--- config.mk ---
export PLATFORM = sky130hd
export DESIGN_NAME = logistic_hyp_seq_flat
export DESIGN_NICKNAME = d
export VERILOG_FILES = /design/src/rtl/logistic_hyp_seq_pkg.sv /design/src/rtl/logistic_hyp_seq_if.sv /design/src/rtl/logistic_hyp_seq_lut.sv /design/src/rtl/logistic_hyp_seq.sv /design/src/flat_wrapper.sv
export SDC_FILE = /design/constraint.sdc
export NUM_CORES = 1
export LEC_CHECK = 0
export CORE_ASPECT_RATIO = 0.75
export CORE_MARGIN = 8
export CORE_UTILIZATION = 33
export DETAILED_ROUTE_END_ITERATION = 12
export PLACE_DENSITY = 0.5
export SYNTH_ARGS = -nofsm -noshare
export SYNTH_HDL_FRONTEND = slang
export SYNTH_SLANG_ARGS = --single-unit
--- constraint.sdc ---
create_clock -name clk -period 16.8 [get_ports clk]
set_clock_uncertainty 0.2 [all_clocks]
set_input_delay 4.2 -clock clk [delete_from_list [all_inputs] [get_ports clk]]
set_output_delay 4.2 -clock clk [all_outputs]
set_load 0.01 [all_outputs]
--- src/rtl/logistic_hyp_seq_pkg.sv ---
// Shared constants, FSM state encoding and accumulator-width helper for the
// logistic-regression hypothesis unit (logistic_hyp_seq).
package logreg_pkg;

   localparam int N_FEAT_DEF = 8;
   localparam int DW_DEF     = 8;
   localparam int Z_W_DEF    = 8;
   localparam int Z_FRAC_DEF = 4;
   localparam int H_W_DEF    = 8;

   // Controller state encoding; plain constants keep the encoding visible in
   // waveforms of older tools.
   typedef logic [1:0] hyp_state_t;
   localparam hyp_state_t ST_IDLE   = 2'd0;
   localparam hyp_state_t ST_MAC    = 2'd1;
   localparam hyp_state_t ST_LOOKUP = 2'd2;
   localparam hyp_state_t ST_HOLD   = 2'd3;

   // Signed accumulator width that cannot overflow for n_feat products of
   // two signed dw-bit operands.
   function automatic int acc_width(input int n_feat, input int dw);
      return 2 * dw + $clog2(n_feat);
   endfunction

endpackage

--- src/rtl/logistic_hyp_seq_if.sv ---
// Valid/ready bundle between the feature/weight source, the hypothesis unit
// and the downstream decision/update stage. The unit itself uses 'slave'.
interface logistic_hyp_seq_if
   import logreg_pkg::*;
#(
   parameter int N_FEAT = N_FEAT_DEF,
   parameter int DW     = DW_DEF,
   parameter int Z_W    = Z_W_DEF,
   parameter int H_W    = H_W_DEF
);
   logic                   in_valid;
   logic                   in_ready;
   logic [N_FEAT*DW-1:0]   in_x;
   logic [N_FEAT*DW-1:0]   in_theta;
   logic                   out_valid;
   logic                   out_ready;
   logic [H_W-1:0]         out_h;
   logic [Z_W-1:0]         out_z;

   modport master (
      output in_valid, in_x, in_theta, out_ready,
      input  in_ready, out_valid, out_h, out_z
   );

   modport slave (
      input  in_valid, in_x, in_theta, out_ready,
      output in_ready, out_valid, out_h, out_z
   );
endinterface

--- src/rtl/logistic_hyp_seq_lut.sv ---
// sigmoid_lut_seq: registered sigmoid ROM. Address is a signed Z_W-bit index
// with Z_FRAC fractional bits; data is floor(2^H_W * sigmoid(z)), clipped to
// 2^H_W-1. Contents are computed at elaboration with integer fixed-point math
// so no real-number support is needed from the tools.
module sigmoid_lut_seq #(
   parameter int Z_W    = 8,
   parameter int Z_FRAC = 4,
   parameter int H_W    = 8
) (
   input  logic           clk,
   input  logic           rst,
   input  logic           rd_en_i,
   input  logic [Z_W-1:0] addr_i,
   output logic [H_W-1:0] data_o
);

   localparam int ONE_SH = 56;

   // e^(-1/2^Z_FRAC) by Taylor series, then raised to |z|, all in Q.56.
   // For z >= 0: h = 2^H_W / (1 + e^-t); for z < 0: h = 2^H_W e^t / (1 + e^t).
   function automatic logic [H_W-1:0] lut_entry(input int a);
      int           z;
      int           mag;
      logic [127:0] r;
      logic [127:0] term;
      logic [127:0] p;
      logic [127:0] num;
      logic [127:0] den;
      logic [127:0] h;
      z    = (a >= 2**(Z_W-1)) ? a - 2**Z_W : a;
      mag  = (z < 0) ? -z : z;
      term = 128'd1 << ONE_SH;
      r    = term;
      for (int k = 1; k <= 12; k++) begin
         term = term / (128'(k) << Z_FRAC);
         if (k % 2 == 1) r = r - term;
         else            r = r + term;
      end
      p = 128'd1 << ONE_SH;
      for (int i = 0; i < mag; i++) begin
         p = (p * r) >> ONE_SH;
      end
      den = (128'd1 << ONE_SH) + p;
      if (z >= 0) num = 128'd1 << (ONE_SH + H_W);
      else        num = p << H_W;
      h = num / den;
      if (h > 128'((1 << H_W) - 1)) h = 128'((1 << H_W) - 1);
      return h[H_W-1:0];
   endfunction

   logic [H_W-1:0] rom [2**Z_W];
   logic [H_W-1:0] data_q;

   for (genvar a = 0; a < 2**Z_W; a++) begin : g_rom
      localparam logic [H_W-1:0] ENTRY = lut_entry(a);
      assign rom[a] = ENTRY;
   end

   // Registered read: data appears the cycle after rd_en_i and then holds.
   always_ff @(posedge clk) begin
      if (rst) begin
         data_q <= '0;
      end else if (rd_en_i) begin
         data_q <= rom[addr_i];
      end
   end

   assign data_o = data_q;

endmodule

--- src/rtl/logistic_hyp_seq.sv ---
// logistic_hyp_seq: sequential h = sigmoid(x . theta).
// Captures x/theta on accept, multiply-accumulates LANES products per cycle,
// rescales by FRAC_SHIFT, narrows to the Z_W-bit LUT index and reads a
// registered sigmoid table.
// Build option: define HYP_SAT_EN to clamp the index to the signed Z_W range;
// otherwise the index is the low Z_W bits of the rescaled sum (wraps).
//
// state     | meaning
// ----------+---------------------------------------------------------
// ST_IDLE   | in_ready=1, waiting for a vector
// ST_MAC    | accumulating LANES products per cycle
// ST_LOOKUP | narrow sum to index, LUT read issued, out_z/out_h load
// ST_HOLD   | out_valid=1, result held until out_ready
module logistic_hyp_seq
   import logreg_pkg::*;
#(
   parameter int N_FEAT     = N_FEAT_DEF,
   parameter int DW         = DW_DEF,
   parameter int LANES      = 1,
   parameter int ACC_W      = acc_width(N_FEAT, DW),
   parameter int FRAC_SHIFT = 4,
   parameter int Z_W        = Z_W_DEF,
   parameter int Z_FRAC     = Z_FRAC_DEF,
   parameter int H_W        = H_W_DEF
) (
   input  logic                clk,
   input  logic                rst,
   logistic_hyp_seq_if.slave   bus
);

   localparam int IW = (N_FEAT > 1) ? $clog2(N_FEAT) : 1;
   localparam logic [IW-1:0] IDX_LAST = IW'(N_FEAT - LANES);
   localparam logic [IW-1:0] IDX_STEP = IW'(LANES);

   hyp_state_t               state_q, state_d;
   logic [N_FEAT*DW-1:0]     x_q, x_d;
   logic [N_FEAT*DW-1:0]     th_q, th_d;
   logic signed [ACC_W-1:0]  acc_q, acc_d;
   logic [IW-1:0]            idx_q, idx_d;
   logic [Z_W-1:0]           z_q, z_d;

   logic signed [ACC_W-1:0]  prod_ext [LANES];
   logic signed [ACC_W-1:0]  lane_sum;
   logic [Z_W-1:0]           z_w;
   logic                     lut_rd;
   logic [H_W-1:0]           h_w;

   for (genvar l = 0; l < LANES; l++) begin : g_lane
      logic signed [DW-1:0]   xe;
      logic signed [DW-1:0]   te;
      logic signed [2*DW-1:0] prod;
      assign xe          = x_q[(int'(idx_q) + l)*DW +: DW];
      assign te          = th_q[(int'(idx_q) + l)*DW +: DW];
      assign prod        = xe * te;
      assign prod_ext[l] = {{(ACC_W-2*DW){prod[2*DW-1]}}, prod};
   end

   // Sum of this cycle's lane products.
   always_comb begin
      lane_sum = '0;
      for (int l = 0; l < LANES; l++) begin
         lane_sum = lane_sum + prod_ext[l];
      end
   end

`ifdef HYP_SAT_EN
   localparam logic signed [ACC_W-1:0] Z_HI = ACC_W'(2**(Z_W-1) - 1);
   localparam logic signed [ACC_W-1:0] Z_LO = ACC_W'(-(2**(Z_W-1)));
   logic signed [ACC_W-1:0] s_w;
   assign s_w = acc_q >>> FRAC_SHIFT;

   // Clamp the rescaled sum into the signed index range.
   always_comb begin
      if (s_w > Z_HI) begin
         z_w = {1'b0, {(Z_W-1){1'b1}}};
      end else if (s_w < Z_LO) begin
         z_w = {1'b1, {(Z_W-1){1'b0}}};
      end else begin
         z_w = s_w[Z_W-1:0];
      end
   end
`else
   // Low Z_W bits of acc >>> FRAC_SHIFT; caller guarantees range.
   assign z_w = acc_q[FRAC_SHIFT +: Z_W];
`endif

   // Next-state and datapath update for the sequencer.
   always_comb begin
      state_d = state_q;
      x_d     = x_q;
      th_d    = th_q;
      acc_d   = acc_q;
      idx_d   = idx_q;
      z_d     = z_q;
      lut_rd  = 1'b0;
      case (state_q)
         ST_IDLE: begin
            if (bus.in_valid) begin
               x_d     = bus.in_x;
               th_d    = bus.in_theta;
               acc_d   = '0;
               idx_d   = '0;
               state_d = ST_MAC;
            end
         end
         ST_MAC: begin
            acc_d = acc_q + lane_sum;
            idx_d = idx_q + IDX_STEP;
            if (idx_q == IDX_LAST) begin
               state_d = ST_LOOKUP;
            end
         end
         ST_LOOKUP: begin
            z_d     = z_w;
            lut_rd  = 1'b1;
            state_d = ST_HOLD;
         end
         ST_HOLD: begin
            if (bus.out_ready) begin
               state_d = ST_IDLE;
            end
         end
         default: state_d = ST_IDLE;
      endcase
   end

   // State and datapath registers with synchronous reset.
   always_ff @(posedge clk) begin
      if (rst) begin
         state_q <= ST_IDLE;
         x_q     <= '0;
         th_q    <= '0;
         acc_q   <= '0;
         idx_q   <= '0;
         z_q     <= '0;
      end else begin
         state_q <= state_d;
         x_q     <= x_d;
         th_q    <= th_d;
         acc_q   <= acc_d;
         idx_q   <= idx_d;
         z_q     <= z_d;
      end
   end

   sigmoid_lut_seq #(
      .Z_W    (Z_W),
      .Z_FRAC (Z_FRAC),
      .H_W    (H_W)
   ) u_lut (
      .clk     (clk),
      .rst     (rst),
      .rd_en_i (lut_rd),
      .addr_i  (z_w),
      .data_o  (h_w)
   );

   assign bus.in_ready  = (state_q == ST_IDLE);
   assign bus.out_valid = (state_q == ST_HOLD);
   assign bus.out_h     = h_w;
   assign bus.out_z     = z_q;

endmodule

--- src/flat_wrapper.sv ---
// flat-port wrapper written by rule: the top's interface ports become plain ports
module logistic_hyp_seq_flat import logreg_pkg::*;
#(
   parameter int N_FEAT     = N_FEAT_DEF,
   parameter int DW         = DW_DEF,
   parameter int LANES      = 1,
   parameter int ACC_W      = acc_width(N_FEAT, DW),
   parameter int FRAC_SHIFT = 4,
   parameter int Z_W        = Z_W_DEF,
   parameter int Z_FRAC     = Z_FRAC_DEF,
   parameter int H_W        = H_W_DEF
)
  (clk, rst, bus_in_valid, bus_in_x, bus_in_theta, bus_out_ready, bus_in_ready, bus_out_valid, bus_out_h, bus_out_z);
  logistic_hyp_seq_if #(.N_FEAT(N_FEAT), .DW(DW), .Z_W(Z_W), .H_W(H_W)) bus_i ();
  input  logic clk;
  input  logic rst;
  input wire logic [$bits(bus_i.in_valid)-1:0] bus_in_valid;
  input wire logic [$bits(bus_i.in_x)-1:0] bus_in_x;
  input wire logic [$bits(bus_i.in_theta)-1:0] bus_in_theta;
  input wire logic [$bits(bus_i.out_ready)-1:0] bus_out_ready;
  output wire logic [$bits(bus_i.in_ready)-1:0] bus_in_ready;
  output wire logic [$bits(bus_i.out_valid)-1:0] bus_out_valid;
  output wire logic [$bits(bus_i.out_h)-1:0] bus_out_h;
  output wire logic [$bits(bus_i.out_z)-1:0] bus_out_z;
  assign bus_i.in_valid = bus_in_valid;
  assign bus_i.in_x = bus_in_x;
  assign bus_i.in_theta = bus_in_theta;
  assign bus_i.out_ready = bus_out_ready;
  assign bus_in_ready = bus_i.in_ready;
  assign bus_out_valid = bus_i.out_valid;
  assign bus_out_h = bus_i.out_h;
  assign bus_out_z = bus_i.out_z;
  logistic_hyp_seq #(.N_FEAT(N_FEAT), .DW(DW), .LANES(LANES), .ACC_W(ACC_W), .FRAC_SHIFT(FRAC_SHIFT), .Z_W(Z_W), .Z_FRAC(Z_FRAC), .H_W(H_W)) u_core (.clk(clk), .rst(rst), .bus(bus_i));
endmodule
==> results of run 1 <==
final cells by class:
type | instances | area (sq um)
flip-flops and latches | 161 | 3230
clock inverters | 14 | 169
clock buffers | 18 | 429
fillers | 3042 | 17600
well taps | 399 | 499
inverters | 72 | 270
repair buffers | 160 | 1570
multi-input cells | 841 | 6080
power by group through the flow:
stage / Clock, mW / Combinational, mW / Sequential (mW)
CTS: 0.419 / 0.667 / 0.513
detailed placement: 0 / 0.660 / 0.521
floorplan: 0 / 0.501 / 0.493
global placement: 0 / 0.659 / 0.521
finish: 0.408 / 0.656 / 0.513
global route: 0.435 / 0.740 / 0.525
worst max-delay path, delay by kind of cell, from the launching register on:
kind                       cells  cell delay, ps
DFF                            1             940
and+or+nand+nor                1             160
buffers and inverters          3             520
AOI/OAI and AO/OA              5             820
muxes                          2             970
xor gates and xnor gates       1             240
adders and majority gates      6            2890
logic make-up (layout without fill, tap and decap cells):
| family | after synthesis | in the layout | share of synthesized area [%] |
|---|---|---|---|
| AND/OR/NAND/NOR | 407 | 407 | 16.8 |
| AO/OA/AOI/OAI | 248 | 248 | 14.3 |
| flip-flops | 161 | 161 | 32.5 |
| XOR/XNOR | 19 | 19 | 1.96 |
| multiplexers | 72 | 72 | 12.6 |
| buffers and inverters | 153 | 264 | 6.15 |
| adder cells (fa/ha/maj) | 95 | 95 | 15.6 |
worst min path at each step:
stage	cells after the start	startpoint	slack, ps	to
2_1_floorplan	2	u_core.th_q[10]	230	u_core.th_q[10]
3_3_place_gp	2	u_core.th_q[61]	240	u_core.th_q[61]
3_5_place_dp	2	u_core.th_q[34]	250	u_core.th_q[34]
4_1_cts	2	u_core.th_q[34]	260	u_core.th_q[34]
5_1_grt	2	u_core.x_q[29]	270	u_core.x_q[29]
6_report	2	u_core.th_q[23]	250	u_core.th_q[23]
metrics by stage:
stage / utilization (%) / setup slack [ps] / cells / hold WS [ps]
floorplan: - / 10540 / 1155 / 232
global placement: 39.0 / 10110 / 1633 / 240
detailed placement: 39.0 / 9980 / 1633 / 245
CTS: 41.0 / 9980 / 1665 / 256
global route: 41.0 / 9580 / 1665 / 272
finish: 41.0 / 9950 / 1665 / 252
synth_stat cells (all sizes together), types with 10 or more instances:
cell      n
a21oi   164
ha       48
buf      18
mux4     36
fa       47
nand2   275
clkbuf   63
xnor2    16
dfxtp   161
nor2b    10
inv      71
mux2i    29
o21ai    24
nor2     75
nand2b   22
sequential cells by signal, summed over array words and instances, names as in the netlist:
signal and cells:
u_core.bus.out_z 8, u_core.th_q 64, u_core.acc_q 12, u_core.idx_q 3, u_core.x_q 64, u_core.u_lut.data_o 8, u_core.state_q 2
per-layer routing:
metal | vias to the layer above | part of all wire (%)
met2 | 165 | 44
met5 | - | 0.046
met1 | 3977 | 50
met4 | 2 | 1.1
li1 | 4076 | -
met3 | 21 | 4.6
==> impl_metrics.ini, run 1 <==
[synth]
post_synth_top_flop = sky130_fd_sc_hd__dfxtp_1
netlist.area_leader.share_pct = 32.5
synth_top_cells_by_area = sky130_fd_sc_hd__dfxtp_1, sky130_fd_sc_hd__nand2_1, sky130_fd_sc_hd__fa_1
yosys_reg_bits = 161
synth_warnings = 0
synth_cells = 1155
post_synth_num_cell_types = 65
synth_enable_flop_cells = 0
avgSynthCellArea_sq_um = 8.57
ys_seq_area_share_pct = 32.5
netlist_area_before_placement_sq_um = 9900
most_area_hungry_cell_type_in_the_yosys_netlist = sky130_fd_sc_hd__dfxtp_1
synthesis.nets = 1382
synth-async-reset-ratio_pct = 0

[layout]
final_common_cell = sky130_fd_sc_hd__nand2_1
layout_common_cells = sky130_fd_sc_hd__nand2_1, sky130_fd_sc_hd__a21oi_1, sky130_fd_sc_hd__dfxtp_1, sky130_fd_sc_hd__clkdlybuf4s50_1, sky130_fd_sc_hd__nor2_1
final_layout_net_count = 1480
summed_area_of_non_filler_cells_in_the_final_layout_sq_um = 12200
antennaDiodeCount = 0
area_grow_syn2layout_pct = 23.7
drive_above_1_share_pct = 7.66

[pwr]
powerDensity_nw_per_um2 = 129
part_of_the_total_power_dissipated_in_combinational_logic_pct = 41.6
power_frac_seq_pct = 32.5
report.power.total_mw = 1.58
p_int_mw = 0.956
standby_leakage_power_nw = 4.74
ir_drop_mv = 0.0919
swShare_pct = 39.4
switchingPower_mw = 0.621
pwr-share-clk_pct = 25.8

[timing]
timing.setup.tns_ps = 0
fin_crit_sh_pct = 40.8
maxSlewViolCount = 0
min_tclk_post_route_ps = 6850
tightestPinTransition_ps = 1080
maxSlewHeadroom_pct = 27.9
final_setup_violation_count = 0
grt_setup_unrepaired = false
timing_hold_violations_final = 0
fmax_mhz = 146

[placement]
placement.cell_area_sq_um = 11600
gp_congestion = 0.825
port-buffer-count = 149
dp_hpwl_um = 20200

[floorplanning]
core_area_sq_um = 29900
die-area_sq_um = 35900
die-height_um = 166
ios = 150
chipWidth_um = 216
std_cell_rows = 55
start_util_pct = 33.2

[setup_path]
setup.worst_path.start_class = register
setup.worst_path.class = reg2reg
worst_path_most_repeated_cell = sky130_fd_sc_hd__fa_1
setup.worst_path.end_class = register
worst-endpoint-arrival_ps = 7000
first_element_of_the_critical_path = u_core.idx_q[1]
endpoint = u_core.acc_q[11]
cp_slowest_cell = sky130_fd_sc_hd__dfxtp_1
worst-endpoint-required_ps = 16940
critical_path.reg2reg.endpoint = u_core.acc_q[11]
max_stage_delay_ps = 940
reg2reg_from = u_core.idx_q[1]
r2r_cells = 18
worstPathCellList = buf_4, mux4_2, mux2i_1, nor2_1, fa_1, inv_1, fa_1, inv_1, fa_1, fa_1, fa_1, ha_1, o21a_1, a21oi_1, o21bai_1, a21oi_1, xnor3_1, o31ai_2
path_max_fanout = 18
regToRegSetupSlack_ps = 9950

[clock_tree]
clock_sink_count = 161
post_cts.repair.setup_buffers = 0
deepest_clock_path_buffer_count = 2
post_cts_resized = 0
clk_pin_slew_worst_paths_ps = 70
ctsHoldBuffers = 0
num_cts_buffers = 17
clock_tree.root_cell = sky130_fd_sc_hd__clkbuf_16
clock_tree.htree_level_count = 4
clock_tree_from_tritoncts = yes
clkLatencyLatePin_ps = 440

[detailed_routing]
routed-via-count = 8241
route.detailed.drc = 0
drt_pass1_iterations = 5
route.detailed.wl_per_inst_um = 17.1
totalWireLength_um = 28400
drt_iter0_markers = 615
route.detailed.vias_per_inst = 4.95
route.antenna.remaining_nets = 0

[global_route]
global_route.overflow_total = 0
grt-busiest-layer = met2
grt_start_max_net_pins = 93
antenna_found_initial = 1
wire_length_of_the_first_global_routing_pass_um = 46800
grt_util_all_layers_pct = 16.0
global_route.usage.met3_pct = 3.55
grtUsageMet1_pct = 23.1
globalRouteMet2Util_pct = 23.9
grt_pass1_vias = 8336

[job]
max_cap_viol_count = 0

[min_path]
worst_hold_path_type = reg2reg

[run_status]
status = finished, final reports clean
Note: power is estimated with default switching activity, not from simulation.
==> run 2, diff against run 1 <==
--- a/config.mk
+++ b/config.mk
@@ -9,7 +9,7 @@
 export CORE_MARGIN = 8
 export CORE_UTILIZATION = 33
 export DETAILED_ROUTE_END_ITERATION = 12
-export PLACE_DENSITY = 0.5
+export PLACE_DENSITY = 0.52
 export SYNTH_ARGS = -nofsm -noshare
 export SYNTH_HDL_FRONTEND = slang
 export SYNTH_SLANG_ARGS = --single-unit
==> constraint.sdc (replaced) <==
create_clock -name clk -period 5.95 [get_ports clk]
set_clock_uncertainty 0.2 [all_clocks]
set_input_delay 1.4875 -clock clk [delete_from_list [all_inputs] [get_ports clk]]
set_output_delay 1.4875 -clock clk [all_outputs]
set_load 0.01 [all_outputs]
==> run 2 against run 1 <==
- critical path depth stayed put
- flip-flop and latch count stayed put
- via count is 2.6% higher
- first-iteration DRC count is 14% higher
- sequential share of layout area is 1.0 points lower
- non-clock buffer count is 36 higher
- worst setup slack worse by 9800 ps
- combinational power grew to 3.2 times the previous value
- global-route usage hardly changed
- clock power grew to 2.8 times the previous value
- register-to-register slack worse by 9800 ps
==> impl_metrics.ini, run 2 (synthesis results as in run 1) <==
[run_status]
status = finished, final reports clean

[timing]
tightestPinTransition_ps = 887
min_tclk_post_route_ps = 5770
maxSlewViolCount = 0
fmax_mhz = 173
fin_ws_ps = 182
timing.setup.tns_ps = 0
fin_crit_sh_pct = 96.9
final_setup_violation_count = 0
timing_hold_violations_final = 0
maxSlewHeadroom_pct = 40.9

[global_route]
grt_pass1_vias = 8226
wire_length_of_the_first_global_routing_pass_um = 46500
grt_util_all_layers_pct = 16.0
grt_start_max_net_pins = 110
antenna_found_initial = 0
global_route.overflow_total = 0

[clock_tree]
clk_pin_slew_worst_paths_ps = 80
clock_tree.htree_level_count = 4
num_cts_buffers = 17
clock_tree_from_tritoncts = yes
clkLatencyLatePin_ps = 440
clock_tree.root_cell = sky130_fd_sc_hd__clkbuf_16
clock_sink_count = 161
ctsHoldBuffers = 0
deepest_clock_path_buffer_count = 2

[floorplanning]
start_util_pct = 33.2
core_area_sq_um = 29900
ios = 150
chipWidth_um = 216
die-area_sq_um = 35900
std_cell_rows = 55
die-height_um = 166

[pwr]
p_int_mw = 2.79
pwr-share-clk_pct = 24.2
swShare_pct = 40.3
standby_leakage_power_nw = 4.94
part_of_the_total_power_dissipated_in_combinational_logic_pct = 45.3
switchingPower_mw = 1.88
powerDensity_nw_per_um2 = 366
ir_drop_mv = 0.212
power_frac_seq_pct = 30.5

[layout]
drive_above_1_share_pct = 11.6
final_layout_net_count = 1516
summed_area_of_non_filler_cells_in_the_final_layout_sq_um = 12700
fin_cells = 1701
area_grow_syn2layout_pct = 28.7
layout_common_cells = sky130_fd_sc_hd__nand2_1, sky130_fd_sc_hd__a21oi_1, sky130_fd_sc_hd__dfxtp_1, sky130_fd_sc_hd__clkdlybuf4s50_1, sky130_fd_sc_hd__nor2_1
final_common_cell = sky130_fd_sc_hd__nand2_1
layout_top_registers = u_core.th_q (64), u_core.x_q (64), u_core.acc_q (12)
final_core_utilization_pct = 42.7
final.fill_count = 3013
antennaDiodeCount = 0

[placement]
place_ws_ps = 104
gp_congestion = 0.882
placement.cell_area_sq_um = 11900
port-buffer-count = 149
placedCellCount = 1655
dp_hpwl_um = 21700

[setup_path]
setup.worst_path.end_class = register
setup.worst_path.start_class = register
path_max_fanout = 8
setup.worst_path.class = reg2reg
worst-endpoint-required_ps = 6100
worst-endpoint-arrival_ps = 5920

[detailed_routing]
totalWireLength_um = 29800
route.antenna.remaining_nets = 0
routed-via-count = 8453
route.detailed.wl_per_inst_um = 17.5
route.detailed.drc = 0
drt_iter0_markers = 701
drt_pass1_iterations = 6
route.detailed.vias_per_inst = 4.97

[min_path]
worst_hold_path_type = reg2reg

[job]
max_cap_viol_count = 0
run 2: metrics by stage:
stage | total power [mW] | hold WS [ps]
3_5_place_dp | 3.45 | 246
3_3_place_gp | 3.44 | 241
2_1_floorplan | 2.82 | 232
6_report | 4.67 | 254
5_1_grt | 4.98 | 273
4_1_cts | 4.59 | 254
run 2: path summary, 6_finish.rpt:
| path | slack (ps) | endpoint | startpoint | cells after the start |
|---|---|---|---|---|
| worst max-delay path | 180 | u_core.acc_q[11] | u_core.idx_q[0] | 18 |
| worst min register to register | 250 | u_core.x_q[13] | u_core.x_q[13] | 2 |
| worst max register to register | 180 | u_core.acc_q[11] | u_core.idx_q[0] | 18 |
| worst min-delay path | 250 | u_core.x_q[13] | u_core.x_q[13] | 2 |
run 2: power groups by stage:
| stage | logic (mW) | registers (mW) | clock network (mW) |
|---|---|---|---|
| after CTS | 2.02 | 1.42 | 1.15 |
| after floorplan | 1.43 | 1.39 | 0 |
| after global routing | 2.34 | 1.45 | 1.20 |
| after detailed placement | 2.01 | 1.44 | 0 |
| final | 2.11 | 1.43 | 1.13 |
| after global placement | 1.99 | 1.45 | 0 |
run 2: per-layer routing:
layer	GRT usage, %	part of all wire, %	up-vias
li1	-	-	4148
met1	24.5	51	4080
met2	22.5	43	216
met3	3.80	5.5	9
met4	2.76	0.57	0
met5	0	0	-
run 2: worst max-delay path: stages, from the launching register on:
cell                        delay [ps]
sky130_fd_sc_hd__dfxtp_4           390
sky130_fd_sc_hd__buf_12            130
sky130_fd_sc_hd__clkbuf_16         150
sky130_fd_sc_hd__mux4_2            520
sky130_fd_sc_hd__mux2_2            370
sky130_fd_sc_hd__nand2_1           110
sky130_fd_sc_hd__fa_1              410
sky130_fd_sc_hd__inv_1              90
sky130_fd_sc_hd__fa_1              440
sky130_fd_sc_hd__fa_1              560
sky130_fd_sc_hd__fa_1              440
sky130_fd_sc_hd__fa_1              560
sky130_fd_sc_hd__ha_4              230
sky130_fd_sc_hd__o21a_1            200
sky130_fd_sc_hd__a21oi_2           150
sky130_fd_sc_hd__o21bai_1           90
sky130_fd_sc_hd__a21oi_2           150
sky130_fd_sc_hd__xnor3_1           330
sky130_fd_sc_hd__o31ai_2           170
run 2: final cells by class:
cell class,count,area (sq um),area share (%)
Clock buffer,17,425,3.34
Tap cell,399,499,3.92
Inverter,72,270,2.12
Multi-Input combinational cell,841,6150,48.3
Timing Repair Buffer,196,1990,15.6
Clock inverter,15,176,1.38
Sequential cell,161,3230,25.3
run 2: what timing repair did:
action                     4_1_cts  5_1_grt
setup endpoints to repair        0        2
buffers inserted                 0       10
resized for setup                0       19
